[src/rtl/alu_pkg.sv]
// alu_pkg: opcode encodings and default widths shared by the ALU, the UART command decoder and the bench
package alu_pkg;
  localparam int NB_DATA_DEF = 8;
  localparam int NB_OP_DEF = 6;
  localparam logic [5:0] ADD = 6'b100000;
  localparam logic [5:0] SUB = 6'b100010;
  localparam logic [5:0] AND = 6'b100100;
  localparam logic [5:0] OR  = 6'b100101;
  localparam logic [5:0] XOR = 6'b100110;
  localparam logic [5:0] NOR = 6'b100111;
  localparam logic [5:0] SRA = 6'b000011;
  localparam logic [5:0] SRL = 6'b000010;
endpackage

[src/rtl/alu_if.sv]
// alu_if: operand/opcode bus into the ALU and registered result back out
interface alu_if import alu_pkg::*; #(
  parameter int NB_DATA = NB_DATA_DEF,
  parameter int NB_OP = NB_OP_DEF
);
  logic [NB_DATA-1:0] i_dataA;
  logic [NB_DATA-1:0] i_dataB;
  logic [NB_OP-1:0] i_op;
  logic [NB_DATA-1:0] o_result;
  logic o_overflow;
  modport master (output i_dataA, i_dataB, i_op, input o_result, o_overflow);
  modport slave (input i_dataA, i_dataB, i_op, output o_result, o_overflow);
endinterface

[src/rtl/alu_comb.sv]
// alu_comb: combinational result and signed-overflow generation for MIPS-style funct codes
module alu_comb import alu_pkg::*; #(
  parameter int NB_DATA = NB_DATA_DEF,
  parameter int NB_OP = NB_OP_DEF
) (
  input  logic [NB_DATA-1:0] a,
  input  logic [NB_DATA-1:0] b,
  input  logic [NB_OP-1:0]   op,
  output logic [NB_DATA-1:0] result,
  output logic               overflow
);
  localparam int MSB = NB_DATA - 1;
  logic [NB_DATA-1:0] sum;
  logic [NB_DATA-1:0] diff;
  assign sum = a + b;
  assign diff = a - b;
  always_comb begin
    result = '0;
    overflow = 1'b0;
    case (op)
      NB_OP'(ADD): begin
        result = sum;
        overflow = (a[MSB] == b[MSB]) && (sum[MSB] != a[MSB]);
      end
      NB_OP'(SUB): begin
        result = diff;
        overflow = (a[MSB] != b[MSB]) && (diff[MSB] != a[MSB]);
      end
      NB_OP'(AND): result = a & b;
      NB_OP'(OR):  result = a | b;
      NB_OP'(XOR): result = a ^ b;
      NB_OP'(NOR): result = ~(a | b);
      // full-width shift amount: oversize shifts saturate to sign fill / zero
      NB_OP'(SRA): result = $signed(a) >>> b;
      NB_OP'(SRL): result = a >> b;
      default: ;
    endcase
  end
endmodule

[src/rtl/alu.sv]
// alu: registered integer ALU; the combinational core feeds a resettable output stage
module alu import alu_pkg::*; #(
  parameter int NB_DATA = NB_DATA_DEF,
  parameter int NB_OP = NB_OP_DEF
) (
  input logic i_clk,
  input logic i_reset,
  alu_if.slave bus
);
  logic [NB_DATA-1:0] result;
  logic overflow;
  alu_comb #(.NB_DATA(NB_DATA), .NB_OP(NB_OP)) u_comb (
    .a(bus.i_dataA),
    .b(bus.i_dataB),
    .op(bus.i_op),
    .result(result),
    .overflow(overflow)
  );
  always_ff @(posedge i_clk) begin
    if (i_reset) begin
      bus.o_result <= '0;
      bus.o_overflow <= 1'b0;
    end else begin
      bus.o_result <= result;
      bus.o_overflow <= overflow;
    end
  end
endmodule

[src/flat_wrapper.sv]
// flat-port wrapper written by rule: the top's interface ports become plain ports
module alu_flat import alu_pkg::*;
#(
  parameter int NB_DATA = NB_DATA_DEF,
  parameter int NB_OP = NB_OP_DEF
)
  (i_clk, i_reset, bus_i_dataA, bus_i_dataB, bus_i_op, bus_o_result, bus_o_overflow);
  alu_if #(.NB_DATA(NB_DATA), .NB_OP(NB_OP)) bus_i ();
  input logic i_clk;
  input logic i_reset;
  input wire logic [$bits(bus_i.i_dataA)-1:0] bus_i_dataA;
  input wire logic [$bits(bus_i.i_dataB)-1:0] bus_i_dataB;
  input wire logic [$bits(bus_i.i_op)-1:0] bus_i_op;
  output wire logic [$bits(bus_i.o_result)-1:0] bus_o_result;
  output wire logic [$bits(bus_i.o_overflow)-1:0] bus_o_overflow;
  assign bus_i.i_dataA = bus_i_dataA;
  assign bus_i.i_dataB = bus_i_dataB;
  assign bus_i.i_op = bus_i_op;
  assign bus_o_result = bus_i.o_result;
  assign bus_o_overflow = bus_i.o_overflow;
  alu #(.NB_DATA(NB_DATA), .NB_OP(NB_OP)) u_core (.i_clk(i_clk), .i_reset(i_reset), .bus(bus_i));
endmodule
[config.mk]
export PLATFORM = sky130hd
export DESIGN_NAME = alu_flat
export DESIGN_NICKNAME = d
export VERILOG_FILES = /design/src/rtl/alu_pkg.sv /design/src/rtl/alu_if.sv /design/src/rtl/alu_comb.sv /design/src/rtl/alu.sv /design/src/flat_wrapper.sv
export SDC_FILE = /design/constraint.sdc
export NUM_CORES = 1
export LEC_CHECK = 0
export ABC_AREA = 0
export BUFFER_PORTS_ARGS = -buffer_cell sky130_fd_sc_hd__buf_2
export CAP_MARGIN = 20
export CORE_MARGIN = 5
export CORE_UTILIZATION = 55
export DETAILED_ROUTE_END_ITERATION = 6
export GPL_TIMING_DRIVEN = 0
export PLACE_DENSITY = 0.81
export SLEW_MARGIN = 0
export SYNTH_ARGS = -nofsm -noshare
export SYNTH_HDL_FRONTEND = slang
export SYNTH_SLANG_ARGS = --single-unit
[constraint.sdc]
create_clock -name i_clk -period 5.3 [get_ports i_clk]
set_clock_uncertainty 0.05 [all_clocks]
set_input_delay 0.265 -clock i_clk [delete_from_list [all_inputs] [get_ports i_clk]]
set_output_delay 0.265 -clock i_clk [all_outputs]
set_load 0.1 [all_outputs]
Yosys cells after proc, flatten, opt, wreduce, memory -nomap -nowiden
Cells that the tools add are included.
Widths: inputs -> output; s select.
{"block": "totals", "word_cells": 26, "inputBits": 24, "ff_bits": 9, "output_inout_bits": 9}
{"block": "classes", "bitwise_logic": 4, "eq_ne": 12, "n_reduce_logical": 2, "shift": 2, "n_mux": 2, "addsub": 2}
{"operator": "$pmux 8 s8", "n": 1}
{"operator": "$eq 6x6->1 const B", "n": 6}
{"operator": "$eq 6x2->1 const B", "n": 2}
{"operator": "$add 8x8->8", "n": 1}
{"operator": "$and 8x8->8", "n": 1}
{"operator": "$not 8->8", "n": 1}
{"operator": "$or 8x8->8", "n": 1}
{"operator": "$shr 8x8->8", "n": 1}
{"operator": "$sshr 8x8->8", "n": 1}
{"operator": "$sub 8x8->8", "n": 1}
{"operator": "$xor 8x8->8", "n": 1}
{"operator": "$ne 1x1->1", "n": 3}
{"operator": "$logic_and 1x1->1", "n": 2}
{"operator": "$pmux 1 s2", "n": 1}
{"operator": "$eq 1x1->1", "n": 1}

Logic depth before layout (Yosys ltp)
{"block": "logic_depth", "word_depth": 4, "mapped_depth": 9, "mapped_depth_nobuf": 8}

Hierarchy
Synthesis repeated with hierarchy kept, for this count alone.
{"block": "hier_totals", "hier_cells": 260, "area_unflattened_um2": 1934.4}
{"module": "alu_comb", "cells_each": 242, "seq_area_each_um2": 0.0, "area_per_inst_um2": 1697.9, "n_inst": 1}
{"module": "alu", "cells_each": 18, "seq_area_each_um2": 180.2, "area_per_inst_um2": 236.5, "n_inst": 1}

Worst setup path after synthesis
OpenSTA, ideal clock, no wires.
{"block": "synth_timing", "path_type": "input-to-reg", "start": "input port bus_i_dataB[1]", "end": "register u_core.bus.o_overflow", "required_ps": 5164, "path_buffers": 1, "setup_ps": 86, "path_slack_ps": 2939, "cell_stages": 8, "t_arrival_ps": 2225, "cell_sequence": "clkbuf_1 -> inv_1 -> ha_1 -> o21bai_1 -> nor4b_1 -> o211ai_1 -> a211o_1 -> a221oi_2"}
{"block": "synth_via", "elab_chain_len": 4, "word_cells_on_any_way": 7, "classes_between": "add/sub: 2; eq/ne: 2; mux: 1; reduce/logical: 2"}
{"element": "from (decl)", "line": "flat_wrapper.sv:12", "text": "input wire logic [$bits(bus_i.i_dataB)-1:0] bus_i_dataB;"}
{"element": "$sub 8x8->8 or $add 8x8->8 (tied branches)", "line": "alu_comb.sv:16, alu_comb.sv:15"}
{"element": "$ne 1x1->1, on equally long branches", "line": "alu_comb.sv:27, alu_comb.sv:23"}
{"element": "$logic_and 1x1->1, on equally long branches", "line": "alu_comb.sv:27, alu_comb.sv:23"}
{"element": "$pmux 1 s2 *", "line": "alu_comb.sv:20", "text": "case (op)"}
{"element": "to (signal assigned)", "line": "alu.sv:25", "text": "bus.o_overflow <= overflow;"}
{"element": "to (decl)", "line": "alu_if.sv:12", "text": "modport slave (input i_dataA, i_dataB, i_op, output o_result, o_overflow);"}
Every way passes the cells marked *; elsewhere a longest branch is shown, timed or not.
A chain may end at the register's enable or synchronous reset.

Worst setup path after layout
Ends and elaborated chain as after synthesis.

==> impl_metrics.json <==
{
  "syn_area_per_cell_um2": 7.731,
  "cp_data_required_time_ns": 5.39,
  "drc": 0,
  "finalCritPeriodShare_pct": 55.52,
  "power_density_mw_per_mm2": 131.9,
  "regArea_um2": 180.2,
  "dieArea_mm2": 0.005013,
  "grt_overflow": 0,
  "via_per_inst": 6.636,
  "ctsHtreeMaxLevel": 1,
  "die_x_um": 70.80,
  "cts_tree": "built",
  "layout_common_cells": "buf_2 (35), inv_1 (23), ha_1 (23)",
  "antenna_cells": 0,
  "critPathKind": "in2reg",
  "post-cts-setup-buffer-count": 0,
  "status": "completed",
  "cap_viol_max_count": 0,
  "power_leakage_nw": 0.9853,
  "cts_resized": 0,
  "syn_area_mm2": 0.002033,
  "start_kind": "primary input",
  "place_area_mm2": 0.002248,
  "place_hpwl_mm": 5.034,
  "nFillCells": 347,
  "worst_slack_ns": 2.358,
  "seq_area_frac_synth_pct": 8.862,
  "cp.arrival_ns": 3.03,
  "cts_hold_buffers": 0,
  "core_area_mm2": 0.003633,
  "endpoint_kind": "register",
  "fin_crit_ns": 2.942,
  "routabilityCongestion": 0.9764,
  "final_nets": 348,
  "start_util_pct": 55.96,
  "ys_warn_count": 0,
  "drt-pass1-iter-count": 5,
  "wl_mm": 6.349,
  "rsz0062_at_grt": "false",
  "ios": 33,
  "numPortBuffers": 31,
  "wl_per_cell_um": 18.35,
  "cts_buffers": 3,
  "dieHeight_um": 70.80,
  "yosysTopAreaCell": "ha_1",
  "layout_commonest_cell": "buf_2",
  "drt_first_iter_violations": 303,
  "crit_fanout": 10,
  "antenna_left": 0,
  "grt_pass1_vias": 2147,
  "vias": 2296,
  "grt_max_degree": 11,
  "synth_top_area_share_pct": 14.15,
  "slew_headroom_pct": 31.58,
  "antenna_found_initial": 0,
  "postLayoutCellArea_mm2": 0.002293,
  "cts.sinks": 9,
  "max_freq_mhz": 339.9,
  "track_usage_pct": 25.03,
  "tightest_slew_ns": 1.013,
  "finalSetupViolCount": 0,
  "async_flop_share_pct": 0,
  "setup_tns_ns": 0,
  "layout-drive-gt1-share_pct": 19.46,
  "syn_inst": 263,
  "post-place-ws_ns": 2.156,
  "cts.clk_slew.worst_paths_ns": 0.04,
  "multi_input_area_mm2": 0.001693,
  "cts_max_path_buffers": 2,
  "synth-seq-cells": 9,
  "hp-class": "in2reg",
  "grt_pass1_wl_mm": 10.32,
  "synth-edff-count": 0,
  "total_power_mw": 0.3025,
  "synthFlopType": "dfxtp_1",
  "hold_ws_ns": 0.1704,
  "drv_slew": 0,
  "ir_drop_mv": 0.04404,
  "syn2layout_area_growth_pct": 12.80,
  "synth_area_leaders": "ha_1 (14%), dfxtp_1 (8.9%), mux4_2 (4.4%)",
  "rows": 22,
  "yosysUniqueCellTypes": 63,
  "synth_fp_nets": 312,
  "cts-root-buf": "clkbuf_8",
  "hold_viol": 0
}
==> sequential cells by signal (all words and copies together) (netlist names) <==
register	count
u_core.bus.o_result	8
u_core.bus.o_overflow	1
==> worst max-delay path, stage by stage <==
cell and delay, ns:
buf_2 0.22, clkbuf_1 0.40, inv_1 0.23, ha_1 0.38, o21bai_1 0.26, nor4b_1 0.45, o211ai_1 0.23, a211o_1 0.33
a221oi_2 0.26
==> worst paths after layout <==
path                            from                               end  slack, ns  depth (start not counted)
worst max-delay path  bus_i_dataB[1]  u_core.bus.o_overflow$_SDFF_PP0_       2.36                          9
worst min-delay path         i_reset  u_core.bus.o_overflow$_SDFF_PP0_       0.17                          2
==> stage by stage <==
step	cells	utilization [%]
after floorplan	263	-
after global placement	342	61.88
after detailed placement	342	61.88
after CTS	346	63.12
after global routing	346	63.12
final	346	63.12
==> cells by family after synthesis <==
logic type / count (synthesis) / share of synthesized area [%]
fa+ha+maj: 25 / 16.12
buf+inv: 38 / 7.877
compound gates: 86 / 31.39
flops: 9 / 8.861
mux: 12 / 8.554
simple gates: 85 / 23.75
xor+xnor: 8 / 3.446
==> cell usage after synthesis, drive strengths merged, types with 4 or more instances <==
cell and number:
ha 23, inv 23, nand2 20, nor2 16, o21ai 14, a21oi 11
a211oi 9, dfxtp 9, nor4 9, a31oi 8, clkbuf 8, nand3 7
buf 6, nor3 6, o211ai 6, mux2i 5, nor2b 5, a221oi 4
mux4 4, o21bai 4, xnor2 4, xor2 4
==> per-layer routing <==
layer  vias up  global-route usage [%]  part of all wire, %
li1       1075                       -                    -
met1      1081                   32.22                   41
met2       126                   40.89                   47
met3        14                   4.261                   10
met4         0                   11.06                  2.3
met5         -                       0                    0
==> power breakdown <==
group	switching [mW]	total [mW]	internal [mW]	leakage (nW)
Sequential	0.000139	0.0689	0.0688	0.0727
Combinational	0.0980	0.155	0.0575	0.890
Clock	0.0258	0.0781	0.0523	0.0228
Total	0.124	0.302	0.179	0.985
==> layout make-up <==
cell class | instances | area share [%]
Buffer | 14 | 3.055
Sequential cell | 9 | 7.856
Timing Repair Buffer | 31 | 6.765
Tap cell | 48 | 2.619
Multi-Input combinational cell | 216 | 73.81
Clock buffer | 4 | 1.964
Inverter | 24 | 3.928
No activity file was read; power rests on OpenSTA's default activity.
